**config.mk**
```make
export PLATFORM = sky130hd
export DESIGN_NAME = lsu
export DESIGN_NICKNAME = d
export VERILOG_FILES = /design/src/rtl/lsu.sv
export SDC_FILE = /design/constraint.sdc
export NUM_CORES = 1
export LEC_CHECK = 0
export ABC_AREA = 1
export CELL_PAD_IN_SITES_DETAIL_PLACEMENT = 0
export CELL_PAD_IN_SITES_GLOBAL_PLACEMENT = 2
export CORE_MARGIN = 1
export CORE_UTILIZATION = 24
export DETAILED_ROUTE_END_ITERATION = 10
export HOLD_SLACK_MARGIN = 0.03
export PLACE_DENSITY = 0.85
export SLEW_MARGIN = 20
export SYNTH_ARGS = -nofsm -noshare
export SYNTH_HDL_FRONTEND = slang
export SYNTH_SLANG_ARGS = --single-unit
```
**constraint.sdc**
```tcl
create_clock -name clk -period 1.85 [get_ports clk]
set_input_delay 0.37 -clock clk [delete_from_list [all_inputs] [get_ports clk]]
set_output_delay 0.37 -clock clk [all_outputs]
set_load 0.02 [all_outputs]
```
**src/rtl/lsu.sv**
```systemverilog
// Load/store unit: req/gnt/rvalid data-memory handshake, lane steering, load extension.
// Optional LSU_MISALIGN_CHECK_EN traps misaligned halfword/word accesses without a bus request.
module lsu #(
    parameter int WIDTH = 32
) (
    input  logic             clk,
    input  logic             rst_n,
    input  logic             ex_valid,
    input  logic             mem_read,
    input  logic             mem_write,
    input  logic [2:0]       funct3,
    input  logic [WIDTH-1:0] addr,
    input  logic [WIDTH-1:0] wdata,
    output logic             lsu_stall,
    output logic             lsu_done,
    output logic [WIDTH-1:0] load_data,
    output logic             lsu_misalign,
    output logic             mem_req,
    output logic             mem_we,
    output logic [WIDTH-1:0] mem_addr,
    output logic [3:0]       mem_be,
    output logic [WIDTH-1:0] mem_wdata,
    input  logic             mem_gnt,
    input  logic             mem_rvalid,
    input  logic [WIDTH-1:0] mem_rdata
);

    typedef enum logic [1:0] {
        IDLE,
        REQ,
        RESP
    } state_t;

    typedef enum logic [1:0] {
        SZ_B,
        SZ_H,
        SZ_W
    } size_t;

    state_t     state;
    logic [1:0] off_q;
    logic [2:0] f3_q;
    logic       load_q;

    logic       op;
    logic       accept;
    size_t      size_in;
    size_t      size_q;
    logic       misaligned;
    logic [3:0] st_be;
    logic [WIDTH-1:0] st_data;
    logic [WIDTH-1:0] ld_ext;

    // Both read and write high resolves to a load.
    assign op     = ex_valid & (mem_read | mem_write);
    assign accept = op & ~lsu_done;

    // The op still presented in the done cycle must not be taken again.
    assign lsu_stall = (state != IDLE) | accept;

    // Access size; unlisted funct3 codes fall back to word.
    function automatic size_t size_of(input logic [2:0] f3, input logic ld);
        size_t s;
        s = SZ_W;
        if (ld) begin
            unique case (f3)
                3'b000, 3'b100: s = SZ_B;
                3'b001, 3'b101: s = SZ_H;
                default:        s = SZ_W;
            endcase
        end else begin
            unique case (f3)
                3'b000:  s = SZ_B;
                3'b001:  s = SZ_H;
                default: s = SZ_W;
            endcase
        end
        return s;
    endfunction

    assign size_in = size_of(funct3, mem_read);
    assign size_q  = size_of(f3_q, load_q);

`ifdef LSU_MISALIGN_CHECK_EN
    logic mis_q;

    // Halfwords need addr[0]=0, words need addr[1:0]=00.
    always_comb begin
        misaligned = 1'b0;
        unique case (size_in)
            SZ_H:    misaligned = addr[0];
            SZ_W:    misaligned = |addr[1:0];
            default: misaligned = 1'b0;
        endcase
    end

    assign lsu_misalign = mis_q;
`else
    assign misaligned   = 1'b0;
    assign lsu_misalign = 1'b0;
`endif

    // Store byte enables and lane-replicated store data.
    always_comb begin
        st_be   = 4'b1111;
        st_data = wdata;
        unique case (size_in)
            SZ_B: begin
                st_be   = 4'b0001 << addr[1:0];
                st_data = {4{wdata[7:0]}};
            end
            SZ_H: begin
                st_be   = addr[1] ? 4'b1100 : 4'b0011;
                st_data = {2{wdata[15:0]}};
            end
            default: begin
                st_be   = 4'b1111;
                st_data = wdata;
            end
        endcase
    end

    // Pick the addressed lane(s) of the read word and extend.
    always_comb begin
        logic [7:0]  b;
        logic [15:0] h;
        unique case (off_q)
            2'd0:    b = mem_rdata[7:0];
            2'd1:    b = mem_rdata[15:8];
            2'd2:    b = mem_rdata[23:16];
            default: b = mem_rdata[31:24];
        endcase
        h = off_q[1] ? mem_rdata[31:16] : mem_rdata[15:0];
        ld_ext = mem_rdata;
        unique case (size_q)
            SZ_B:    ld_ext = {{24{b[7] & ~f3_q[2]}}, b};
            SZ_H:    ld_ext = {{16{h[15] & ~f3_q[2]}}, h};
            default: ld_ext = mem_rdata;
        endcase
    end

    // Access FSM with registered bus and completion outputs.
    always_ff @(posedge clk or negedge rst_n) begin
        if (!rst_n) begin
            state     <= IDLE;
            off_q     <= 2'b00;
            f3_q      <= 3'b000;
            load_q    <= 1'b0;
            lsu_done  <= 1'b0;
            load_data <= '0;
            mem_req   <= 1'b0;
            mem_we    <= 1'b0;
            mem_addr  <= '0;
            mem_be    <= 4'b0000;
            mem_wdata <= '0;
`ifdef LSU_MISALIGN_CHECK_EN
            mis_q     <= 1'b0;
`endif
        end else begin
            lsu_done <= 1'b0;
`ifdef LSU_MISALIGN_CHECK_EN
            mis_q    <= 1'b0;
`endif
            unique case (state)
                IDLE: begin
                    if (accept) begin
                        off_q  <= addr[1:0];
                        f3_q   <= funct3;
                        load_q <= mem_read;
                        if (misaligned) begin
                            lsu_done <= 1'b1;
`ifdef LSU_MISALIGN_CHECK_EN
                            mis_q    <= 1'b1;
`endif
                        end else begin
                            mem_req   <= 1'b1;
                            mem_we    <= ~mem_read;
                            mem_addr  <= {addr[WIDTH-1:2], 2'b00};
                            mem_be    <= mem_read ? 4'b1111 : st_be;
                            mem_wdata <= st_data;
                            state     <= REQ;
                        end
                    end
                end
                REQ: begin
                    if (mem_gnt) begin
                        mem_req <= 1'b0;
                        if (!load_q) begin
                            lsu_done <= 1'b1;
                            state    <= IDLE;
                        end else if (mem_rvalid) begin
                            load_data <= ld_ext;
                            lsu_done  <= 1'b1;
                            state     <= IDLE;
                        end else begin
                            state <= RESP;
                        end
                    end
                end
                RESP: begin
                    if (mem_rvalid) begin
                        load_data <= ld_ext;
                        lsu_done  <= 1'b1;
                        state     <= IDLE;
                    end
                end
                default: state <= IDLE;
            endcase
        end
    end

endmodule

```
==> results of run 1 <==
cells in the mapped netlist (3+ instances only):
cell type | count | area, um2
nor2_4 | 3 | 33.8
buf_2 | 12 | 60.1
o21ai_0 | 29 | 145
a21oi_1 | 16 | 80.1
ha_1 | 3 | 37.5
nand2_1 | 288 | 1080
nand2_4 | 3 | 33.8
dfrtp_1 | 109 | 2730
inv_1 | 63 | 236
or2_0 | 12 | 75.1
buf_4 | 12 | 90.1
inv_2 | 8 | 30.0
o21a_1 | 17 | 128
nor2_1 | 59 | 221
nand3_1 | 32 | 160
buf_6 | 9 | 101
nand3_2 | 12 | 120
o21ai_1 | 9 | 45.0
o211ai_1 | 4 | 30.0
or2_2 | 12 | 75.1
worst max-delay path, delay by kind of cell, from the launching register on:
family | cells | cell delay (ns)
simple gates | 1 | 0.12
flops | 1 | 0.41
buf+inv | 4 | 0.32
fa+ha+maj | 1 | 0.16
worst max path at each step:
stage | startpoint | endpoint | slack (ns) | depth (start not counted)
global placement | mem_read | lsu_stall | -0.32 | 8
floorplan | state[1] | load_data[29] | 0.37 | 11
finish | state[1] | lsu_stall | 0.10 | 6
global route | state[0] | lsu_stall | 0.01 | 6
CTS | state[1] | lsu_stall | 0.06 | 6
detailed placement | mem_read | lsu_stall | -0.32 | 8
state kept, by name, summed over array words and instances, names as in the netlist:
register and count:
off_q 2, mem_req 1, load_data 32, load_q 1, mem_wdata 32, lsu_done 1
state 2, mem_addr 30, mem_we 1, mem_be 4, f3_q 3
area by class of cell:
class	instances	area [um2]	share of cell area [%]
clock buffer	9	225	2.64
multi-input combinational	513	2390	28.1
clock inverter	6	55.1	0.646
inverter	72	278	3.26
tap	313	392	4.60
sequential	109	2730	32.0
timing repair buffer	241	2450	28.7
kinds of logic (layout without fill, tap and decap cells):
| family | count (synthesis) | count (layout) | synth area share, % |
|---|---|---|---|
| AOI/OAI and AO/OA | 79 | 79 | 8.19 |
| adders and majority gates | 3 | 3 | 0.666 |
| buffers and inverters | 106 | 328 | 9.44 |
| DFF | 109 | 109 | 48.4 |
| other | 1 | 3 | 0.0666 |
| and+or+nand+nor | 428 | 428 | 33.2 |
what timing repair did:
item / CTS / global route
endpoints found under the hold margin: 18 / 0
buffers inserted: 0 / 0
setup endpoints to repair: 1 / 8
hold buffers: 1 / 0
gates resized for setup: 5 / 4
metrics by stage:
| step | std cells | hold WS [ns] | total power (uW) |
|---|---|---|---|
| 5_1_grt | 1263 | 0.495 | 15000 |
| 2_1_floorplan | 728 | 0.0744 | 8530 |
| 4_1_cts | 1263 | 0.480 | 14100 |
| 3_5_place_dp | 1247 | 0.308 | 12000 |
| 6_report | 1263 | 0.473 | 13900 |
| 3_3_place_gp | 1247 | 0.294 | 12000 |
per-layer routing:
layer / vias up / share of wire [%]
met5: - / 0.059
met4: 2 / 1.2
met3: 14 / 9.4
met2: 178 / 44
met1: 2354 / 45
li1: 2671 / -
power breakdown:
group          internal (uW)  switching, uW
Sequential              3540            634
Clock                    939           1020
Combinational           3480           4250
Total                   7950           5910
==> run summary, run 1 <==
I/O Buffers -> 207
global routing's busiest layer -> met2
post-synthesis sequential area ratio -> 48.4%
CP max FO -> 3
hold path startpoint -> mem_addr[26]
CP max stage cell -> dfrtp_1
Worst Tran Pin Value -> 0.497 ns
drt via density -> 4.13
Mapped Avg Cell Area -> 7.76 um2
Max Clk Rate -> 573 MHz
Die X -> 155 um
Final Cycle Share -> 94.4%
final hold vios -> 0
final net count -> 1055
DR WL/cell -> 14.7 um
initial antenna violation count -> 1
Post-Syn Area -> 0.00563 mm2
CTS sink cnt -> 109
routability cong. -> 0.804
Max Slew Vio Count -> 0
synthesis-to-finish area growth -> 51.2%
Total Negative Setup Slacks -> 0 ns
Arrival @ worst endpoint -> 1.38 ns
Crit path largest cell delay -> 0.41 ns
synth warn -> 0
total CTS buffers -> 9
Final Instance Area -> 0.00852 mm2
GRT met3 Usage -> 5.65%
CTS tree -> done
status -> completed
Chip Height -> 155 um
Residual DRC -> 0
# setup viols final -> 0
peak supply drop -> 0.696 mV
GRT met1 Usage -> 20.4%
share of layout cells above drive strength 1 -> 10.5%
hpwl dp -> 13800 um
asr flop ratio synth -> 100%
drt total wl -> 18600 um
gr ovfl total -> 0
placed inst area -> 0.00822 mm2
Pre-antenna DRT Iters -> 4
Lkg Pwr -> 0.00405 uW
CP dominant cell by count -> inv_1
first-pass GRT wire length -> 29300 um
total track usage -> 15.8%
Hold Path Class -> flip-flop to flip-flop
hold path endpoint -> mem_addr[26]
unrepaired setup endpoints after global routing -> false
commonest non-fill, non-tap cell in the layout -> nand2_1
DIE AREA -> 0.0241 mm2
worst r2r path cells -> 11
commonest cells after routing, fill and taps aside -> nand2_1 (288), clkdlybuf4s50_1 (205), dfrtp_1 (109), inv_1 (62), nor2_1 (58)
#FFs+latches synth -> 109
Global Route met2 Usage -> 24.9%
Crit Path Class -> flip-flop to output pin
post-layout util -> 37.3%
Netlist cell types -> 31
1st-iter DRT viols -> 202
vias in the first global route -> 5233
core area -> 0.0228 mm2
CTS Buffer Depth -> 2
capturing point of the worst reg2reg path -> load_data[18]
Rel. slew slack -> 66.5%
Final Worst Setup Slack -> 0.104 ns
Clock Pin Slew Worst Setup and Hold Paths -> 0.08 ns
largest net degree at the start of global routing -> 45
FP Rows -> 55
flop2flop setup slack -> 0.16 ns
CP Launch Type -> flip-flop
total of max-cap violations -> 0
RR Startpoint -> state[0]
pwr dens -> 1630 mW/mm2
number of enable flip-flop cells after synthesis -> 0
clk_lat worst skew -> 0.36 ns
Initial Util -> 24.7%
via count -> 5219
Layout Skew -> 0.00617 ns
Worst EP required -> 1.48 ns
DRT antenna net count -> 0
Antenna diodes -> 0
I/O pins -> 211
Post-Synthesis Cells -> 726
ys flop type -> dfrtp_1
worst hold stages -> 2
crit-path cells -> inv_2 -> ha_2 -> inv_1 -> nor2_2 -> inv_1 -> buf_2
DP Worst Slack -> -0.321 ns
Root Driver -> clkbuf_16
Tmin final -> 1.75 ns
CP endpoint kind -> output pin
FILL cells -> 2460
CTS H-tree lvls -> 3
(Power assumes the default switching activity.)
==> run 2, diff against run 1 <==
Settings changed: SETUP_SLACK_MARGIN set to 0.1.
==> run summary, run 2 (same netlist as run 1, synthesis figures left out) <==
total of max-cap violations -> 0 (unchanged)
CP Launch Type -> flip-flop
via count -> 5256 (+0.71%)
share of layout cells above drive strength 1 -> 11.1% (+0.62 points)
Pre-antenna DRT Iters -> 4 (unchanged)
total track usage -> 15.8% (about the same)
Worst setup endpoint -> lsu_stall
first-pass GRT wire length -> 29300 um (about the same)
Post-Layout Cell Count -> 1264 (+0.079%)
Tmin final -> 1.73 ns (-0.0189 ns)
DIE AREA -> 0.0241 mm2 (unchanged)
gr ovfl total -> 0 (unchanged)
final hold vios -> 0 (unchanged)
hpwl dp -> 13800 um (unchanged)
Max Clk Rate -> 579 MHz (+1.1%)
CTS H-tree lvls -> 3 (unchanged)
Final Worst Setup Slack -> 0.123 ns (+0.0189 ns)
Die X -> 155 um (unchanged)
vias in the first global route -> 5226 (-0.13%)
Hold Path Class -> flip-flop to flip-flop
peak supply drop -> 0.593 mV (-15%)
Arrival @ worst endpoint -> 1.36 ns (-0.02 ns)
CTS Buffer Depth -> 2 (unchanged)
Clock Pin Slew Worst Setup and Hold Paths -> 0.08 ns (about the same)
I/O pins -> 211 (unchanged)
Worst setup startpoint -> state[1]
top flop regs -> load_data (32), mem_wdata (32), mem_addr (30)
CP max stage cell -> dfrtp_1
Layout Skew -> 0.00737 ns (+0.00120 ns)
cell depth of the worst setup path -> 6 (unchanged)
Power Total -> 13700 uW (-0.82%)
initial antenna violation count -> 1 (unchanged)
Flop pwr share -> 30.2% (about the same)
CP dominant cell by count -> inv_1
CP delay by family, top -> flip-flops
largest net degree at the start of global routing -> 45 (unchanged)
commonest non-fill, non-tap cell in the layout -> nand2_1
Clock Power Share -> 14.2% (about the same)
CP endpoint kind -> output pin
Internal -> 7840 uW (-1.5%)
flop2flop setup slack -> 0.19 ns (+0.03 ns)
drt via density -> 4.16 (+0.63%)
clk_lat worst skew -> 0.36 ns (about the same)
status -> completed
Comb power frac -> 55.5% (-0.3 points)
CP max FO -> 3 (unchanged)
DP Worst Slack -> -0.321 ns (unchanged)
worst r2r path cells -> 11 (unchanged)
Crit Path Class -> flip-flop to output pin
Initial Util -> 24.7% (unchanged)
Psw -> 5910 uW (about the same)
FP Rows -> 55 (unchanged)
core area -> 0.0228 mm2 (unchanged)
Residual DRC -> 0 (unchanged)
Total Negative Setup Slacks -> 0 ns (unchanged)
1st-iter DRT viols -> 186 (-7.9%)
capturing point of the worst reg2reg path -> load_data[20]
Crit path largest cell delay -> 0.41 ns (about the same)
commonest cells after routing, fill and taps aside -> nand2_1 (288), clkdlybuf4s50_1 (162), dfrtp_1 (109), inv_1 (62), nor2_1 (55)
I/O Buffers -> 207 (unchanged)
RR Startpoint -> state[0]
Placed Cells -> 1247 (unchanged)
Root Driver -> clkbuf_16
Final Cycle Share -> 93.4% (-1.0 points)
unrepaired setup endpoints after global routing -> true
total CTS buffers -> 9 (unchanged)
Antenna diodes -> 0 (unchanged)
crit-path cells -> inv_2 -> ha_2 -> inv_1 -> nor2_2 -> inv_1 -> buf_2
Max Slew Vio Count -> 0 (unchanged)
# setup viols final -> 0 (unchanged)
routability cong. -> 0.804 (unchanged)
drt total wl -> 18600 um (+0.16%)
DR WL/cell -> 14.7 um (about the same)
CTS sink cnt -> 109 (unchanged)
sw frac -> 43.0% (+0.39 points)
Lkg Pwr -> 0.00441 uW (+9.0%)
DRT antenna net count -> 0 (unchanged)
pwr dens -> 1600 mW/mm2 (-2.0%)
final net count -> 1056 (+0.095%)
synthesis-to-finish area growth -> 52.9%
Worst EP required -> 1.48 ns (about the same)
Chip Height -> 155 um (unchanged)
CTS tree -> done
Worst Path Buf+Inv -> 4 (unchanged)
-- run 2: layout make-up --
| cell class | count | area [um2] |
|---|---|---|
| clock buffers | 9 | 225 |
| clock inverters | 6 | 55.1 |
| fillers | 2468 | 14200 |
| inverters | 72 | 280 |
| multi-input cells | 513 | 2410 |
| flip-flops and latches | 109 | 2730 |
| well taps | 313 | 392 |
| repair buffers | 242 | 2520 |
-- run 2: worst min-delay path by stage --
stage	from	to	slack, ns	depth (start not counted)
4_1_cts	mem_addr[19]	mem_addr[19]	0.48	2
5_1_grt	rst_n	load_data[7]	0.50	2
3_5_place_dp	rst_n	load_data[3]	0.31	1
2_1_floorplan	rst_n	f3_q[0]	0.07	0
3_3_place_gp	rst_n	load_data[3]	0.29	1
6_report	mem_addr[26]	mem_addr[26]	0.47	2
-- run 2: power groups by stage --
stage | clock [uW] | sequential [uW] | combinational (uW)
global route | 2130 | 4320 | 8390
detailed placement | 0 | 4210 | 7830
floorplan | 0 | 5460 | 3070
finish | 1960 | 4150 | 7630
CTS | 2050 | 4180 | 7790
global placement | 0 | 4220 | 7800
-- run 2: per-stage QoR --
step	utilization, %	cell area, um2	hold WS [ns]
2_1_floorplan	-	5640	0.0744
3_3_place_gp	36.0	8220	0.294
3_5_place_dp	36.0	8220	0.308
4_1_cts	37.2	8500	0.480
5_1_grt	37.7	8620	0.495
6_report	37.7	8620	0.474
-- run 2: layer usage --
layer	track usage, %	wire, um	vias up
li1	-	-	2675
met1	20.4	8390	2382
met2	24.9	8300	183
met3	5.63	1700	14
met4	4.44	220	2
met5	0	11	-
-- run 2: timing repair --
action,4_1_cts,5_1_grt
endpoints found under the setup margin,17,60
gates resized for setup,18,41
pin swaps,0,2
hold buffers,1,0
endpoints found under the hold margin,18,0
buffers inserted,0,1
-- run 2: tightest hold or removal path, stage by stage, from the launching register on --
cell and delay, ns:
dfrtp_1 0.35, nand2_1 0.05, nand2_1 0.05
